## src/rtl/spi_xfer_seq.sv

```systemverilog
// SPI frame sequencer: chip-select framing, word hand-off to a shift engine, SCLK generation.
// Optional macro SPI_XFER_SEQ_CS_DLY_EN stretches CS setup/hold to cs_dly+1 cycles.
module spi_xfer_seq (
   input  logic        clk,
   input  logic        rst,
   input  logic [15:0] divider,
   input  logic        cpol,
   input  logic [7:0]  frame_words,
   input  logic [7:0]  cs_mask,
   input  logic [7:0]  cs_dly,
   input  logic        start,
   input  logic        abort,
   input  logic        wr_valid,
   input  logic [31:0] wr_data,
   output logic        wr_ready,
   output logic        rd_valid,
   output logic [31:0] rd_data,
   input  logic        rd_ready,
   output logic        se_latch,
   output logic        se_go,
   output logic [3:0]  se_byte_sel,
   output logic [31:0] se_p_in,
   input  logic        se_tip,
   input  logic        se_last,
   input  logic [31:0] se_p_out,
   output logic        pos_edge,
   output logic        neg_edge,
   output logic        sclk,
   output logic [7:0]  ss_n,
   output logic        busy,
   output logic        done
);

   typedef enum logic [2:0] {IDLE, CS_SETUP, LOAD, GO, XFER, STORE, CS_HOLD} state_t;

   state_t      state_q, state_d;
   logic [7:0]  csMask_q, csMask_d;
   logic [7:0]  frameWords_q, frameWords_d;
   logic [7:0]  wordCnt_q, wordCnt_d;
   logic [15:0] divCnt_q, divCnt_d;
   logic        ph_q, ph_d;
   logic        tipSeen_q, tipSeen_d;
   logic        abortSeen_q, abortSeen_d;
   logic [31:0] rdData_q, rdData_d;
   logic        dlyDone;
   logic        tick;
   logic        exitXfer;
   logic        lastWord;
   logic        unusedBits;

`ifdef SPI_XFER_SEQ_CS_DLY_EN
   logic [7:0]  dlyCnt_q, dlyCnt_d;

   assign dlyDone    = (dlyCnt_q == cs_dly);
   assign unusedBits = se_last;

   always_comb begin
      dlyCnt_d = 8'd0;
      if ((state_q == CS_SETUP || state_q == CS_HOLD) && !dlyDone)
         dlyCnt_d = dlyCnt_q + 8'd1;
   end

   always_ff @(posedge clk or posedge rst) begin
      if (rst) dlyCnt_q <= 8'd0;
      else     dlyCnt_q <= dlyCnt_d;
   end
`else
   assign dlyDone    = 1'b1;
   assign unusedBits = ^{se_last, cs_dly};
`endif

   // The word ends only after the engine has actually started and then dropped
   // tip, and never mid-period; the exit cycle itself must not emit an edge.
   assign exitXfer = (state_q == XFER) && tipSeen_q && !se_tip && !ph_q;
   assign tick     = (state_q == XFER) && !exitXfer && (divCnt_q == divider);
   assign lastWord = (wordCnt_q == frameWords_q) || abortSeen_q || abort;
   assign sclk     = ph_q ^ cpol;
   assign rd_data  = rdData_q;

   always_ff @(posedge clk or posedge rst) begin
      if (rst) state_q <= IDLE;
      else     state_q <= state_d;
   end

   always_comb begin
      state_d = state_q;
      case (state_q)
         IDLE:     if (start) state_d = CS_SETUP;
         CS_SETUP: if (dlyDone) state_d = LOAD;
         LOAD: begin
            if (abort)         state_d = CS_HOLD;
            else if (wr_valid) state_d = GO;
         end
         GO:       state_d = XFER;
         XFER:     if (exitXfer) state_d = STORE;
         STORE:    if (rd_ready) state_d = lastWord ? CS_HOLD : LOAD;
         CS_HOLD:  if (dlyDone) state_d = IDLE;
         default:  state_d = IDLE;
      endcase
   end

   always_comb begin
      csMask_d     = csMask_q;
      frameWords_d = frameWords_q;
      wordCnt_d    = wordCnt_q;
      abortSeen_d  = abortSeen_q;
      rdData_d     = rdData_q;
      divCnt_d     = 16'd0;
      ph_d         = 1'b0;
      tipSeen_d    = 1'b0;
      if (state_q == IDLE && start) begin
         csMask_d     = cs_mask;
         frameWords_d = frame_words;
         wordCnt_d    = 8'd0;
         abortSeen_d  = 1'b0;
      end
      if (state_q == GO || state_q == XFER)
         abortSeen_d = abortSeen_q | abort;
      if (state_q == XFER && !exitXfer) begin
         tipSeen_d = tipSeen_q | se_tip;
         if (tick) begin
            divCnt_d = 16'd0;
            ph_d     = ~ph_q;
         end else begin
            divCnt_d = divCnt_q + 16'd1;
            ph_d     = ph_q;
         end
      end
      if (exitXfer)
         rdData_d = se_p_out;
      if (state_q == STORE && rd_ready && !lastWord)
         wordCnt_d = wordCnt_q + 8'd1;
   end

   always_ff @(posedge clk or posedge rst) begin
      if (rst) begin
         csMask_q     <= 8'd0;
         frameWords_q <= 8'd0;
         wordCnt_q    <= 8'd0;
         divCnt_q     <= 16'd0;
         ph_q         <= 1'b0;
         tipSeen_q    <= 1'b0;
         abortSeen_q  <= 1'b0;
         rdData_q     <= 32'd0;
      end else begin
         csMask_q     <= csMask_d;
         frameWords_q <= frameWords_d;
         wordCnt_q    <= wordCnt_d;
         divCnt_q     <= divCnt_d;
         ph_q         <= ph_d;
         tipSeen_q    <= tipSeen_d;
         abortSeen_q  <= abortSeen_d;
         rdData_q     <= rdData_d;
      end
   end

   // Abort beats a simultaneous write offer in LOAD, so the word is never taken.
   always_comb begin
      wr_ready    = (state_q == LOAD) && !abort;
      se_latch    = wr_ready && wr_valid;
      se_byte_sel = se_latch ? 4'hF : 4'h0;
      se_p_in     = se_latch ? wr_data : 32'd0;
      se_go       = (state_q == GO);
      rd_valid    = (state_q == STORE);
      pos_edge    = tick && !ph_q;
      neg_edge    = tick && ph_q;
      ss_n        = (state_q == IDLE) ? 8'hFF : ~csMask_q;
      busy        = (state_q != IDLE);
      done        = (state_q == CS_HOLD) && dlyDone;
   end

endmodule

```

## config.mk

```make
export PLATFORM = sky130hd
export DESIGN_NAME = spi_xfer_seq
export DESIGN_NICKNAME = d
export VERILOG_FILES = /design/src/rtl/spi_xfer_seq.sv
export SDC_FILE = /design/constraint.sdc
export NUM_CORES = 1
export LEC_CHECK = 0
export BUFFER_PORTS_ARGS = -buffer_cell sky130_fd_sc_hd__buf_4
export CORE_MARGIN = 2
export CORE_UTILIZATION = 49
export CTS_CLUSTER_DIAMETER = 40
export DETAILED_ROUTE_END_ITERATION = 7
export PLACE_DENSITY = 0.94
export RECOVER_POWER = 50
export SLEW_MARGIN = 15
export SYNTH_ARGS = -nofsm -noshare
export SYNTH_HDL_FRONTEND = slang
export SYNTH_SLANG_ARGS = --single-unit
export TNS_END_PERCENT = 5
```

## constraint.sdc

```tcl
create_clock -name clk -period 5.3 [get_ports clk]
set_clock_uncertainty 0.15 [all_clocks]
set_input_delay 0.53 -clock clk [delete_from_list [all_inputs] [get_ports clk]]
set_output_delay 0.53 -clock clk [all_outputs]
set_load 0.02 [all_outputs]
```

==> out/results.txt, run 1 <==
gr usage total = 21.9%
layout cell share with drive strength beyond 1 = 42.6%
final setup fails = 0
switching share of power = 37.0%
Synth Net Count = 467
Mapped Cells = 352
Crit-path slowest cell = and3_1
Reg power frac = 38.1%
CP endpoint kind = output port
core area = 0.00773 mm²
Synth Cell Area = 0.00390 mm²
Post-DP HPWL = 7340 µm
I/O pins = 198
DR vias/cell = 5.05
clock tree sinks = 78
vias in the first global route = 3247
clock root buffer = clkbuf_8
# rows = 32
top-area cell type share of the netlist area = 50.0%
Clk pwr share = 22.3%
area grow syn2layout = 39.1%
RR Endpoint = rd_data[12]
distinct cell type count after synthesis = 40
# resized after CTS = 0
Die H = 93.3 µm
Critical Path Start = state_q[1]
failing checks = capacitance limit, slew limit
fin crit share = 54.2%
pwr/cell area = 448 mW/mm²
CP top delay family = simple AND/OR/NAND/NOR gates
#FFs+latches synth = 78
Util after Layout = 70.3%
fin crit period = 2870 ps
FF-to-FF path depth = 4
Routed Wire Length = 9590 µm
Chip Width = 93.3 µm
largest net degree at the start of global routing = 79
Worst Max-Slew Pin Slew = 1870 ps
Worst Slack Setup Final = 2430 ps
combinational share of power = 39.6%
total chip power = 2440 µW
Critical Path, Cell by Cell = nor2b_1 > and3_1 > and2_1 > buf_4
Via Count = 3231
syn_area_per_cell = 11.1 µm²
Synthesis Warnings = 0
Synth top cells by count = dfrtp_1 (78), mux2_2 (51), xnor2_1 (35)
status = complete, but fails checks
Reg2Reg Launch Point = state_q[1]
routability cong. = 0.791
cts bufs inserted = 9
crit path to = se_p_in[9]
Detail Route Antenna Nets = 0
RSZ-0062 raised after global routing = no
starting density of the core = 50.5%
CP Launch Type = flop
top post-synthesis cells by area = dfrtp_1 (50%), mux2_2 (15%), xnor2_1 (7.9%)
Die ar. = 0.00870 mm²
static leakage = 0.00264 µW
# hold bufs at CTS = 0
Primary FF master, synth = dfrtp_1
setup TNS = 0 ps
GRT overflow = 0
flop-to-flop setup slack = 2690 ps
Hold Crit Class = primary input to flop
postcts setup bufs = 0
CP max FO = 37
Final Hold Violating Endpoints = 0
EDFF count, synth = 0
Nets = 648
Required @ worst endpoint = 4620 ps
first-pass GRT wire length = 14900 µm
crit path buf inv count = 1
dpl cell area = 0.00533 mm²
port bufs = 188
Psw = 901 µW
TritonCTS clock tree = yes
pre-CTS setup slack = 2670 ps
Pint = 1530 µW
initial DRC count = 140
H-tree depth = 3
fraction of registers with async set/reset = 100%
Clock Tree Buf Depth = 2
highest clock rate = 0.348 GHz
Final Max Tran Viols = 112
max-cap violation count = 2
count leader, synth = dfrtp_1
DRC viols = 0
WP data arrival = 2190 ps
worst-skew pair later-pin latency = 340 ps
routed length per instance = 15.0 µm
number of cells on the critical path = 4
design area = 0.00543 mm²
first-pass detailed-route iteration total = 4
antenna violations before repair = 0
Slew headroom = -24.7%
Clock Pin Slew Worst Setup and Hold Paths = 90 ps
Seq/Total Area, Yosys = 50.0%
worst vdd ir = 0.329 mV
leading area contributor after synthesis = dfrtp_1
Setup CP Type = flop to output port
CP max stage delay = 770 ps
n_diodes = 0
==> through the flow <==
step	instances	hold slack, ps
final	640	259
after global routing	640	239
after CTS	640	247
after detailed placement	624	331
after global placement	624	318
after floorplan	352	306
==> worst reg2reg max path: stages, from the launching register on <==
cell      delay (ps)
dfrtp_1          490
nor2_1           130
nand3_1          120
clkbuf_1        1160
mux2_2           450
==> flip-flops by register name (all words and copies together) (netlist names) <==
signal / flops
abortSeen_q: 1
csMask_q: 8
divCnt_q: 16
frameWords_q: 8
ph_q: 1
rd_data: 32
state_q: 3
tipSeen_q: 1
wordCnt_q: 8
==> layout make-up <==
cell class                      count  area (µm²)
Fill cell                         583        2290
Sequential cell                    78        1950
Multi-Input combinational cell    245        1780
Timing Repair Buffer              190        1290
Tap cell                          102         128
Clock buffer                        9         124
Clock inverter                      7         121
Inverter                            9        33.8
==> worst min path at each step <==
| stage | from | to | slack [ps] | depth (start not counted) |
|---|---|---|---|---|
| 6_report | se_p_out[22] | rd_data[22] | 260 | 2 |
| 5_1_grt | se_p_out[22] | rd_data[22] | 240 | 2 |
| 4_1_cts | se_p_out[22] | rd_data[22] | 250 | 2 |
| 3_5_place_dp | tipSeen_q | tipSeen_q | 330 | 2 |
| 3_3_place_gp | tipSeen_q | tipSeen_q | 320 | 2 |
| 2_1_floorplan | tipSeen_q | tipSeen_q | 310 | 2 |
==> cells by family (layout without fill, tap and decap cells) <==
| logic type | Yosys count | in the layout | share of synthesized area, % |
|---|---|---|---|
| multiplexers | 53 | 53 | 15.2 |
| adder cells (fa/ha/maj) | 2 | 2 | 0.641 |
| XOR/XNOR | 41 | 41 | 9.20 |
| buffers and inverters | 29 | 215 | 4.13 |
| flip-flops | 78 | 78 | 50.0 |
| AND/OR/NAND/NOR | 129 | 129 | 17.5 |
| AO/OA/AOI/OAI | 20 | 20 | 3.33 |
==> power by group through the flow <==
stage / registers [µW] / clock network [µW] / logic, µW
floorplan: 1050 / 0 / 534
global placement: 926 / 0 / 1040
detailed placement: 940 / 0 / 1070
CTS: 933 / 551 / 1070
global route: 953 / 577 / 1030
finish: 928 / 543 / 964
==> routing by layer <==
layer  share of wire (%)  global-route usage (%)  up-vias
met5                   0                       0        -
met1                  38                    24.5     1521
met4                 1.7                    7.35        0
met3                 8.0                    6.61       15
li1                    -                       -     1542
met2                  53                    39.3      153
==> layout by cell type (no fill, tap or decap), types with 3 or more instances in the layout <==
| master | count |
|---|---|
| buf_4 | 153 |
| dfrtp_1 | 78 |
| mux2_2 | 51 |
| xnor2_1 | 35 |
| clkbuf_1 | 35 |
| and2_1 | 32 |
| nor2_1 | 29 |
| nand2_1 | 22 |
| nand3_1 | 11 |
| inv_1 | 9 |
| clkbuf_8 | 9 |
| nand4_1 | 8 |
| nor3_1 | 8 |
| o21ai_0 | 6 |
| xor2_1 | 6 |
| and3_1 | 5 |
| a21o_1 | 4 |
| a21oi_1 | 4 |
| bufinv_16 | 3 |
Power figures use the tool's default switching activity.
==> inputs of run 2 (changes only) <==
ABC_AREA = 1   (was unset)
CORE_UTILIZATION = 47   (was 49)
PLACE_DENSITY = 0.9   (was 0.94)
clock period = 2.65 ns   (was 5.3 ns; I/O delays follow)
==> run 2 against run 1 <==
The run now ends clean. Sequential share of layout area fell by 4.0 points. Non-clock buffer count increased by 46. Core utilization is 0.59 points higher. Largest cell class unchanged.
==> out/results.txt, run 2 <==
port bufs = 188
Reg power frac = 38.6%
first-pass detailed-route iteration total = 4
adder-cell area share of the yosys netlist = 0.602%
leading area contributor after synthesis = dfrtp_1
largest net degree at the start of global routing = 49
Clock Pin Slew Worst Setup and Hold Paths = 80 ps
Synth top cells by count = dfrtp_1 (78), inv_1 (75), nand2_1 (72)
Setup CP Type = flop to output port
gr usage total = 24.7%
fin crit share = 92.3%
initial DRC count = 129
worst vdd ir = 0.415 mV
most frequent cells in the layout = buf_4 (153), dfrtp_1 (78), inv_1 (75)
fin crit period = 2450 ps
I/O pins = 198
postcts setup bufs = 0
WP data arrival = 2030 ps
mux cell area share after synthesis = 11.7%
core area = 0.00864 mm²
Synth Cell Area = 0.00416 mm²
CP endpoint kind = output port
Multi-input gate area = 0.00177 mm²
vias in the first global route = 4040
Detail Route Antenna Nets = 0
flop-to-flop setup slack = 600 ps
highest clock rate = 0.409 GHz
distinct cell type count after synthesis = 30
routability cong. = 0.932
top-area cell type share of the netlist area = 47.0%
Via Count = 3915
RSZ-0062 raised after global routing = no
commonest non-fill, non-tap cell in the layout = buf_4
Worst Max-Slew Pin Slew = 1190 ps
Synth Area in Simple Gates = 21.3%
count leader, synth = dfrtp_1
starting density of the core = 48.1%
Final Max Tran Viols = 0
top post-synthesis cells by area = dfrtp_1 (47%), mux2_2 (8.7%), inv_1 (6.8%)
Mapped Cells = 469
Synth Net Count = 584
Nets = 816
routed length per instance = 14.4 µm
max-cap violation count = 0
DR vias/cell = 4.81
Post-Synth XOR/XNOR Area = 6.96%
Clock Tree Buf Depth = 2
Chip Width = 98.0 µm
Clk pwr share = 21.3%
GRT overflow = 0
setup TNS = 0 ps
H-tree depth = 3
WL met2 = 6200 µm
Register Area = 0.00195 mm²
EDFF count, synth = 0
Slew headroom = 20.4%
Hold WS = 18.6 ps
largest family of logic cells by synthesized area = simple AND/OR/NAND/NOR gates
max layer used = met4
syn_area_per_cell = 8.86 µm²
switching share of power = 38.6%
antenna violations before repair = 0
first-pass GRT wire length = 18900 µm
total chip power = 4510 µW
WL met1 = 4530 µm
Seq/Total Area, Yosys = 47.0%
Routed Wire Length = 11700 µm
CP Launch Type = flop
Die ar. = 0.00961 mm²
max reg flops = 32
design area = 0.00612 mm²
# resized after CTS = 0
Primary FF master, synth = dfrtp_1
final setup fails = 0
#FFs+latches synth = 78
Compound-Gate Fraction of Synth Area = 2.59%
Post-DP HPWL = 8190 µm
met3 wire length = 810 µm
fraction of registers with async set/reset = 100%
Psw = 1740 µW
cts bufs inserted = 9
Pint = 2770 µW
dpl cell area = 0.00561 mm²
filler cell count = 633
static leakage = 0.00324 µW
pwr/cell area = 736 mW/mm²
# rows = 34
DRC viols = 0
combinational share of power = 40.1%
status = finished clean
layout cell share with drive strength beyond 1 = 32.4%
TritonCTS clock tree = yes
CP max FO = 32
Die H = 98.0 µm
Hold Crit Class = primary input to flop
pre-CTS setup slack = 551 ps
Synthesis Warnings = 0
clock tree sinks = 78
worst-skew pair later-pin latency = 350 ps
clock root buffer = clkbuf_8
area grow syn2layout = 47.3%
n_diodes = 0
Worst Slack Setup Final = 204 ps
Final Hold Violating Endpoints = 0
Required @ worst endpoint = 2240 ps
==> run 2: changes by cell type in the layout (fill, tap and decap cells not counted), moves of 16 or more <==
cell and delta:
dlygate4sd3_1 +45, and2_1 -32, xor2_1 +19, nor2_2 +16, nor2_1 +42, nand2_1 +51, mux2_2 -19, inv_1 +66
xnor2_1 -27
==> run 2: layout make-up <==
cell class | instances | area share (%)
multi-input combinational | 297 | 28.9
sequential | 78 | 31.9
clock buffer | 12 | 2.70
inverter | 79 | 4.84
timing repair buffer | 236 | 28.6
tap | 108 | 2.21
clock inverter | 4 | 0.879
==> run 2: power by group through the flow <==
stage	logic [µW]	clock network [µW]	registers, µW
final	1810	959	1740
after global routing	1960	1030	1780
after CTS	1940	976	1730
after detailed placement	1880	0	1750
after global placement	1820	0	1730
after floorplan	971	0	1900
==> run 2: kinds of logic (layout without fill, tap and decap cells) <==
kind of cell	Yosys count	after routing
AOI/OAI and AO/OA	21	21
DFF	78	78
and+or+nand+nor	198	198
adders and majority gates	2	2
xor gates and xnor gates	33	33
muxes	43	43
buffers and inverters	94	331
==> run 2: what timing repair did <==
action | CTS | global route
hold buffers | 44 | 1
endpoints found under the hold margin | 90 | 1
setup endpoints to repair | 0 | 0
==> run 2: final timing paths <==
path / from / end / depth (start not counted)
min: frame_words[5] / frameWords_q[5] / 3
min in group asynchronous: rst / divCnt_q[15] / 4
max in group asynchronous: rst / state_q[1] / 5
min reg2reg: csMask_q[4] / csMask_q[4] / 1
max: state_q[2] / se_p_in[5] / 8
max reg2reg: state_q[0] / rd_data[15] / 5
==> run 2: per-layer routing <==
layer | vias to the layer above | track usage, %
li1 | 1895 | -
met1 | 1836 | 27.0
met2 | 169 | 45.8
met3 | 15 | 6.80
met4 | 0 | 8.44
met5 | - | 0
==> run 2: worst max-delay path, cell delays in order (launching register included) <==
cell     delay, ps
dfrtp_1        430
inv_1           90
nand3_1        110
nor2_2         150
inv_1           80
nor2_2         250
inv_2          260
nor2_1         170
buf_4          160
==> run 2: stage by stage <==
stage,utilization (%),instances
floorplan,-,469
global placement,65.0,753
detailed placement,65.0,753
CTS,72.6,813
global route,70.9,814
finish,70.9,814
